==> src/rtl/fifo_uart_tx_pkg.sv <==
// Shared definitions for the FIFO-fed UART transmitter: FSM state codes,
// frame geometry and the bit-time derivation helpers.
package fifo_uart_tx_pkg;

    localparam logic [2:0] ST_IDLE  = 3'd0;
    localparam logic [2:0] ST_FETCH = 3'd1;
    localparam logic [2:0] ST_LATCH = 3'd2;
    localparam logic [2:0] ST_START = 3'd3;
    localparam logic [2:0] ST_DATA  = 3'd4;
    localparam logic [2:0] ST_STOP  = 3'd5;

    localparam int DEFAULT_DATA_WIDTH = 8;
    localparam int UART_FRAME_BITS    = DEFAULT_DATA_WIDTH + 2;

    // Smallest n with 2**n >= value (0 for value <= 1).
    function automatic int log2_ceil(input int value);
        int result;
        result = 0;
        for (int i = 0; i < 31; i++) begin
            if ((32'sd1 <<< i) < value) begin
                result = i + 1;
            end
        end
        return result;
    endfunction

    // Cycles per serial bit, truncated like the reference clock divider.
    function automatic int calc_clks_per_bit(input int clock_freq, input int baud_rate);
        return clock_freq / baud_rate;
    endfunction

    // Start bit + data bits + stop bit.
    function automatic int frame_bits(input int data_width);
        return data_width + 2;
    endfunction

endpackage

==> src/rtl/fifo_uart_tx_if.sv <==
// Read side of the byte FIFO. The transmitter is the master (the reader);
// the FIFO is the slave. Read data is valid the cycle after fifo_rd_en.
interface fifo_uart_tx_if #(
    parameter int data_width = 8
);
    logic                  fifo_empty;
    logic [data_width-1:0] fifo_dout;
    logic                  fifo_rd_en;

    modport master (
        input  fifo_empty,
        input  fifo_dout,
        output fifo_rd_en
    );

    modport slave (
        output fifo_empty,
        output fifo_dout,
        input  fifo_rd_en
    );
endinterface

==> src/rtl/fifo_uart_tx_uart_bit_timer.sv <==
// Bit-time counter: counts 0..clks_per_bit-1 while enabled and wraps,
// flagging the last cycle of every bit. Shared with the future receiver.
module uart_bit_timer #(
    parameter int clks_per_bit = 4,
    parameter int cnt_width    = 3
) (
    input  logic clk,
    input  logic rst,
    input  logic clear,
    input  logic enable,
    output logic tick
);

    localparam logic [cnt_width-1:0] last_cnt = cnt_width'(clks_per_bit - 1);

    logic [cnt_width-1:0] cnt_r;

    assign tick = enable & (cnt_r == last_cnt);

    // Advance the bit-time counter, wrapping at the end of each bit.
    always_ff @(posedge clk or negedge rst) begin
        if (!rst) begin
            cnt_r <= '0;
        end else if (clear) begin
            cnt_r <= '0;
        end else if (enable) begin
            if (cnt_r == last_cnt) begin
                cnt_r <= '0;
            end else begin
                cnt_r <= cnt_r + cnt_width'(1);
            end
        end
    end

endmodule

==> src/rtl/fifo_uart_tx.sv <==
// Drains the byte FIFO and sends each byte as an 8N1 UART frame.
// FETCH pulses the FIFO read, LATCH captures the registered read data,
// then START/DATA/STOP shift the frame out LSB first.
module fifo_uart_tx
    import fifo_uart_tx_pkg::*;
#(
    parameter int data_width = 8,
    parameter int clock_freq = 125_000_000,
    parameter int baud_rate  = 115_200
) (
    input  logic                   clk,
    input  logic                   rst,
    input  logic                   tx_en,
    fifo_uart_tx_if.master         fifo,
    output logic                   serial_out,
    output logic                   busy
);

    localparam int clks_per_bit = calc_clks_per_bit(clock_freq, baud_rate);
    localparam int cnt_width    = log2_ceil(clks_per_bit) + 1;
    localparam int idx_width    = (log2_ceil(data_width) < 1) ? 1 : log2_ceil(data_width);
    localparam logic [idx_width-1:0] last_idx = idx_width'(data_width - 1);

    if (clks_per_bit < 2) begin : g_bad_clks_per_bit
        $fatal(1, "fifo_uart_tx: clks_per_bit must be at least 2");
    end

    logic [2:0]            state_r;
    logic [data_width-1:0] shift_r;
    logic [idx_width-1:0]  bit_idx_r;
    logic                  rd_en_r;
    logic                  serial_r;
    logic                  busy_r;
    logic                  timer_en_s;
    logic                  timer_clear_s;
    logic                  tick_s;

    assign fifo.fifo_rd_en = rd_en_r;
    assign serial_out      = serial_r;
    assign busy            = busy_r;
    assign timer_clear_s   = ~timer_en_s;

    // Run the bit timer only while a frame is on the line.
    always_comb begin
        timer_en_s = 1'b0;
        case (state_r)
            ST_START, ST_DATA, ST_STOP: timer_en_s = 1'b1;
            default:                    timer_en_s = 1'b0;
        endcase
    end

    uart_bit_timer #(
        .clks_per_bit (clks_per_bit),
        .cnt_width    (cnt_width)
    ) u_bit_timer (
        .clk    (clk),
        .rst    (rst),
        .clear  (timer_clear_s),
        .enable (timer_en_s),
        .tick   (tick_s)
    );

    // Frame sequencer with registered read strobe, line and busy outputs.
    always_ff @(posedge clk or negedge rst) begin
        if (!rst) begin
            state_r   <= ST_IDLE;
            shift_r   <= '0;
            bit_idx_r <= '0;
            rd_en_r   <= 1'b0;
            serial_r  <= 1'b1;
            busy_r    <= 1'b0;
        end else begin
            case (state_r)
                ST_IDLE: begin
                    if (tx_en && !fifo.fifo_empty) begin
                        state_r <= ST_FETCH;
                        rd_en_r <= 1'b1;
                        busy_r  <= 1'b1;
                    end else begin
                        rd_en_r <= 1'b0;
                        busy_r  <= 1'b0;
                    end
                end
                ST_FETCH: begin
                    state_r <= ST_LATCH;
                    rd_en_r <= 1'b0;
                end
                ST_LATCH: begin
                    // FIFO data is valid now, one cycle after the strobe.
                    shift_r   <= fifo.fifo_dout;
                    bit_idx_r <= '0;
                    serial_r  <= 1'b0;
                    state_r   <= ST_START;
                end
                ST_START: begin
                    if (tick_s) begin
                        serial_r <= shift_r[0];
                        shift_r  <= shift_r >> 1;
                        state_r  <= ST_DATA;
                    end
                end
                ST_DATA: begin
                    if (tick_s) begin
                        if (bit_idx_r == last_idx) begin
                            serial_r <= 1'b1;
                            state_r  <= ST_STOP;
                        end else begin
                            serial_r  <= shift_r[0];
                            shift_r   <= shift_r >> 1;
                            bit_idx_r <= bit_idx_r + idx_width'(1);
                        end
                    end
                end
                ST_STOP: begin
                    if (tick_s) begin
                        busy_r  <= 1'b0;
                        state_r <= ST_IDLE;
                    end
                end
                default: begin
                    state_r  <= ST_IDLE;
                    rd_en_r  <= 1'b0;
                    serial_r <= 1'b1;
                    busy_r   <= 1'b0;
                end
            endcase
        end
    end

endmodule

==> src/flat_wrapper.sv <==
// flat-port wrapper written by rule: the top's interface ports become plain ports
module fifo_uart_tx_flat import fifo_uart_tx_pkg::*;
#(
    parameter int data_width = 8,
    parameter int clock_freq = 125_000_000,
    parameter int baud_rate  = 115_200
)
  (clk, rst, tx_en, serial_out, busy, fifo_fifo_empty, fifo_fifo_dout, fifo_fifo_rd_en);
  fifo_uart_tx_if #(.data_width(data_width)) fifo_i ();
  input  logic clk;
  input  logic rst;
  input  logic tx_en;
  output logic serial_out;
  output logic busy;
  input wire logic [$bits(fifo_i.fifo_empty)-1:0] fifo_fifo_empty;
  input wire logic [$bits(fifo_i.fifo_dout)-1:0] fifo_fifo_dout;
  output wire logic [$bits(fifo_i.fifo_rd_en)-1:0] fifo_fifo_rd_en;
  assign fifo_i.fifo_empty = fifo_fifo_empty;
  assign fifo_i.fifo_dout = fifo_fifo_dout;
  assign fifo_fifo_rd_en = fifo_i.fifo_rd_en;
  fifo_uart_tx #(.data_width(data_width), .clock_freq(clock_freq), .baud_rate(baud_rate)) u_core (.clk(clk), .rst(rst), .tx_en(tx_en), .fifo(fifo_i), .serial_out(serial_out), .busy(busy));
endmodule
==> config.mk <==
export PLATFORM = sky130hd
export DESIGN_NAME = fifo_uart_tx_flat
export DESIGN_NICKNAME = d
export VERILOG_FILES = /design/src/rtl/fifo_uart_tx_pkg.sv /design/src/rtl/fifo_uart_tx_if.sv /design/src/rtl/fifo_uart_tx_uart_bit_timer.sv /design/src/rtl/fifo_uart_tx.sv /design/src/flat_wrapper.sv
export SDC_FILE = /design/constraint.sdc
export NUM_CORES = 1
export LEC_CHECK = 0
export CAP_MARGIN = 20
export CORE_MARGIN = 8
export CORE_UTILIZATION = 25
export CTS_BUF_LIST = sky130_fd_sc_hd__clkbuf_8
export DETAILED_ROUTE_END_ITERATION = 8
export PLACE_DENSITY_LB_ADDON = 0.12
export SLEW_MARGIN = 20
export SYNTH_ARGS = -nofsm -noshare
export SYNTH_HDL_FRONTEND = slang
export SYNTH_SLANG_ARGS = --single-unit
==> constraint.sdc <==
create_clock -name clk -period 2.1 [get_ports clk]
set_input_delay 0.42 -clock clk [delete_from_list [all_inputs] [get_ports clk]]
set_output_delay 0.42 -clock clk [all_outputs]
set_load 0.005 [all_outputs]
==> flow_summary.toml <==
[sta]
finalCritPeriodShare = 0.948
finalSetupViolations = 0
fin_setup_tns_ns = 0
drv_slew = 0
fin_crit_ns = 1.99
rsz0062_at_grt = "no"
tightest_slew_ns = 0.391
finalWorstSetupSlack_ns = 0.109
hold_viol = 0
maxSlewHeadroom = 0.737
fmax_mhz = 502
skew_ns = 0.00333

[grt]
grt_max_degree = 30
grt_first_pass_wirelength_microns = 5640
globalRouteOverflowTotal = 0
antenna_found_initial = 0
grt_pass1_vias = 1180
grt_usage = 0.0806

[floorplan]
dieArea_sq_mm = 0.00889
die_w_microns = 94.3
initial_core_util = 0.259
fp.coreArea_sq_mm = 0.00592
ios = 15
dieHeight_microns = 94.3
rows = 28

[routing]
ant_nets = 0
wl_microns = 3170
vias_per_cell = 4.50
route.detailed.drc = 0
wl_per_cell_microns = 12.9
drtIter0Drc = 30
drtPass1Iterations = 4
num_vias = 1107

[setup_path]
worst_r2r_endpoint = "u_core.bit_idx_r[2]$_DFFE_PN0P_"
r2r_start = "u_core.bit_idx_r[0]$_DFFE_PN0P_"
required_ns = 2.27
worstSetupEndpointType = "flop"
worst-path-buf-inv = 0
worst-r2r-cell-count = 5
slowest_stage = "or4b_4"
critical_path.top_delay_family = "simple AND/OR/NAND/NOR gates"
crit_arrival_ns = 2.16
path_cells = "ha_1 -> ha_1 -> or4b_4 -> nor2_1 -> mux2_2"
critPathKind = "reg2reg"
crit_top_cell = "ha_1"
cp_slowest_stage_delay_ns = 0.51
rrSetupSlack_ns = 0.11
path_max_fanout = 4
start_kind = "flop"

[cells_and_area]
antenna_cells = 0
finalNetCount = 186
final_area_sq_mm = 0.00188
layout-area-overhead-vs-synth_pct = 22.8
drive_gt1_frac = 0.175

[clock_network]
cts_sinks = 29
cts-buffers-inserted = 5
cts_max_level = 2
cts_setup_buffers = 0
cts_root_buf = "clkbuf_8"
clock_latency_ns = 0.28
path_clk_slew_ns = 0.06
clk_path_buf_depth = 2
cts_tree = "built"

[power]
p_per_area_mw_per_mm2 = 946
peakVddDrop_mv = 0.258
leakagePower_nw = 0.789

[place]
portBuffers = 14
dpl_cell_area_sq_mm = 0.00178
gp_congestion = 0.771
hpwlAfterDp_microns = 2310
dp_slack_ns = 0.112

[hold_path]
worstHoldStart = "u_core.bit_idx_r[0]$_DFFE_PN0P_"
hold_depth = 1
min_path_type = "reg2reg"
min_to = "u_core.bit_idx_r[0]$_DFFE_PN0P_"

[flow_run]
cap_violations = 0

[synth]
netlist_area_sq_mm = 0.00153
synthFlopType = "dfrtp_1"
synth-seq-cells = 29
syn_avg_cell_area_sq_um = 10.2
async_flop_share = 1.00
syn_nets = 166
seq_area_frac_synth = 0.475
netlist-cell-type-count = 37
synth_warnings = 0
synthCells = 150
synth-edff-count = 0

[status]
status = "completed"
[stage by stage]
| step | std cells | util | hold WS, ns | power (mW) |
|---|---|---|---|---|
| after global routing | 246 | 0.318 | 0.534 | 1.91 |
| after detailed placement | 238 | 0.300 | 0.490 | 1.29 |
| final | 246 | 0.318 | 0.497 | 1.78 |
| after global placement | 238 | 0.300 | 0.470 | 1.28 |
| after floorplan | 150 | - | 0.124 | 1.11 |
| after CTS | 246 | 0.317 | 0.499 | 1.81 |
[cells in the mapped netlist, drive strengths merged, types with 2 or more instances]
cell type	count	share of area
dfrtp	28	0.46
nor2	14	0.034
nand2	12	0.029
nand2b	10	0.041
o221a	7	0.051
nand3	6	0.020
nor2b	6	0.029
a21oi	5	0.024
o21ai	5	0.016
xnor2	5	0.029
xor2	5	0.029
and3	4	0.016
ha	4	0.033
inv	4	0.0098
buf	3	0.0098
clkbuf	3	0.0074
mux2	3	0.022
nand4	3	0.012
nor3	3	0.0098
and2b	2	0.0098
nand3b	2	0.0098
nor4	2	0.0082
o21bai	2	0.0098
[cells by family after synthesis]
group,Yosys count,synth area share
adders and majority gates,4,0.0327
and+or+nand+nor,69,0.252
xor gates and xnor gates,10,0.0572
buffers and inverters,10,0.0270
muxes,4,0.0286
DFF,29,0.475
AOI/OAI and AO/OA,24,0.127
[how the worst max path moves through the flow]
stage                                      endpoint                             from  cells past startpoint  slack, ns
floorplan           u_core.bit_idx_r[1]$_DFFE_PN0P_  u_core.bit_idx_r[0]$_DFFE_PN0P_                      5       0.24
global placement    u_core.bit_idx_r[2]$_DFFE_PN0P_  u_core.bit_idx_r[0]$_DFFE_PN0P_                      5       0.16
detailed placement  u_core.bit_idx_r[2]$_DFFE_PN0P_  u_core.bit_idx_r[0]$_DFFE_PN0P_                      5       0.11
CTS                 u_core.bit_idx_r[2]$_DFFE_PN0P_  u_core.bit_idx_r[0]$_DFFE_PN0P_                      5       0.10
global route        u_core.bit_idx_r[2]$_DFFE_PN0P_  u_core.bit_idx_r[0]$_DFFE_PN0P_                      5       0.01
finish              u_core.bit_idx_r[2]$_DFFE_PN0P_  u_core.bit_idx_r[0]$_DFFE_PN0P_                      5       0.11
[worst reg2reg max path, delay by kind of cell (launching register included)]
kind	cells	cell delay [ns]
AND/OR/NAND/NOR	2	0.70
adder cells (fa/ha/maj)	2	0.43
flip-flops	1	0.40
multiplexers	1	0.35
[power breakdown]
part,internal [mW],switching (mW)
Clock,0.296,0.213
Sequential,0.680,0.0888
Combinational,0.247,0.255
[routing by layer]
metal | track usage | up-vias | wire length (microns)
li1 | - | 568 | -
met1 | 0.103 | 520 | 1600
met3 | 0.0328 | 6 | 133
met5 | 0 | - | 0
met4 | 0.0317 | 0 | 38
met2 | 0.117 | 13 | 1400
[sequential cells by signal, indices dropped and copies added (netlist names)]
name                      count
u_core.fifo.fifo_rd_en        1
u_core.bit_idx_r              3
u_core.shift_r                8
u_core.busy                   1
u_core.u_bit_timer.cnt_r     12
u_core.state_r                3
u_core.serial_out             1
[placed cells by master, fill, tap and decap left out, types with 2 or more instances in the layout]
cell / count
ha_1: 4
o21ai_0: 5
nand4_1: 3
nor4_1: 2
nor3_1: 3
and2b_1: 2
nand3_1: 6
clkbuf_8: 7
nor2_1: 14
nand2b_1: 10
a21oi_1: 4
inv_1: 4
nand2_1: 11
xor2_1: 5
buf_4: 5
nor2b_1: 5
o21bai_1: 2
o221a_2: 7
xnor2_1: 5
clkdlybuf4s50_1: 14
and3_1: 4
dfrtp_1: 28
nand3b_1: 2
mux2_2: 3
[final cells by class]
cell class                 count  area [sq um]
fill                         625          4040
multi-input combinational    111           766
clock inverter                 1          5.00
inverter                       4          15.0
tap                           75          93.8
timing repair buffer          19           178
sequential                    29           727
clock buffer                   7          96.3
[repair_timing]
action                                  in CTS  in global routing
endpoints found under the hold margin        0                  0
hold buffers                                 0                  0
gates resized for setup                      0                  1
endpoints found under the setup margin       0                  1
No activity file was read; power rests on OpenSTA's default activity.
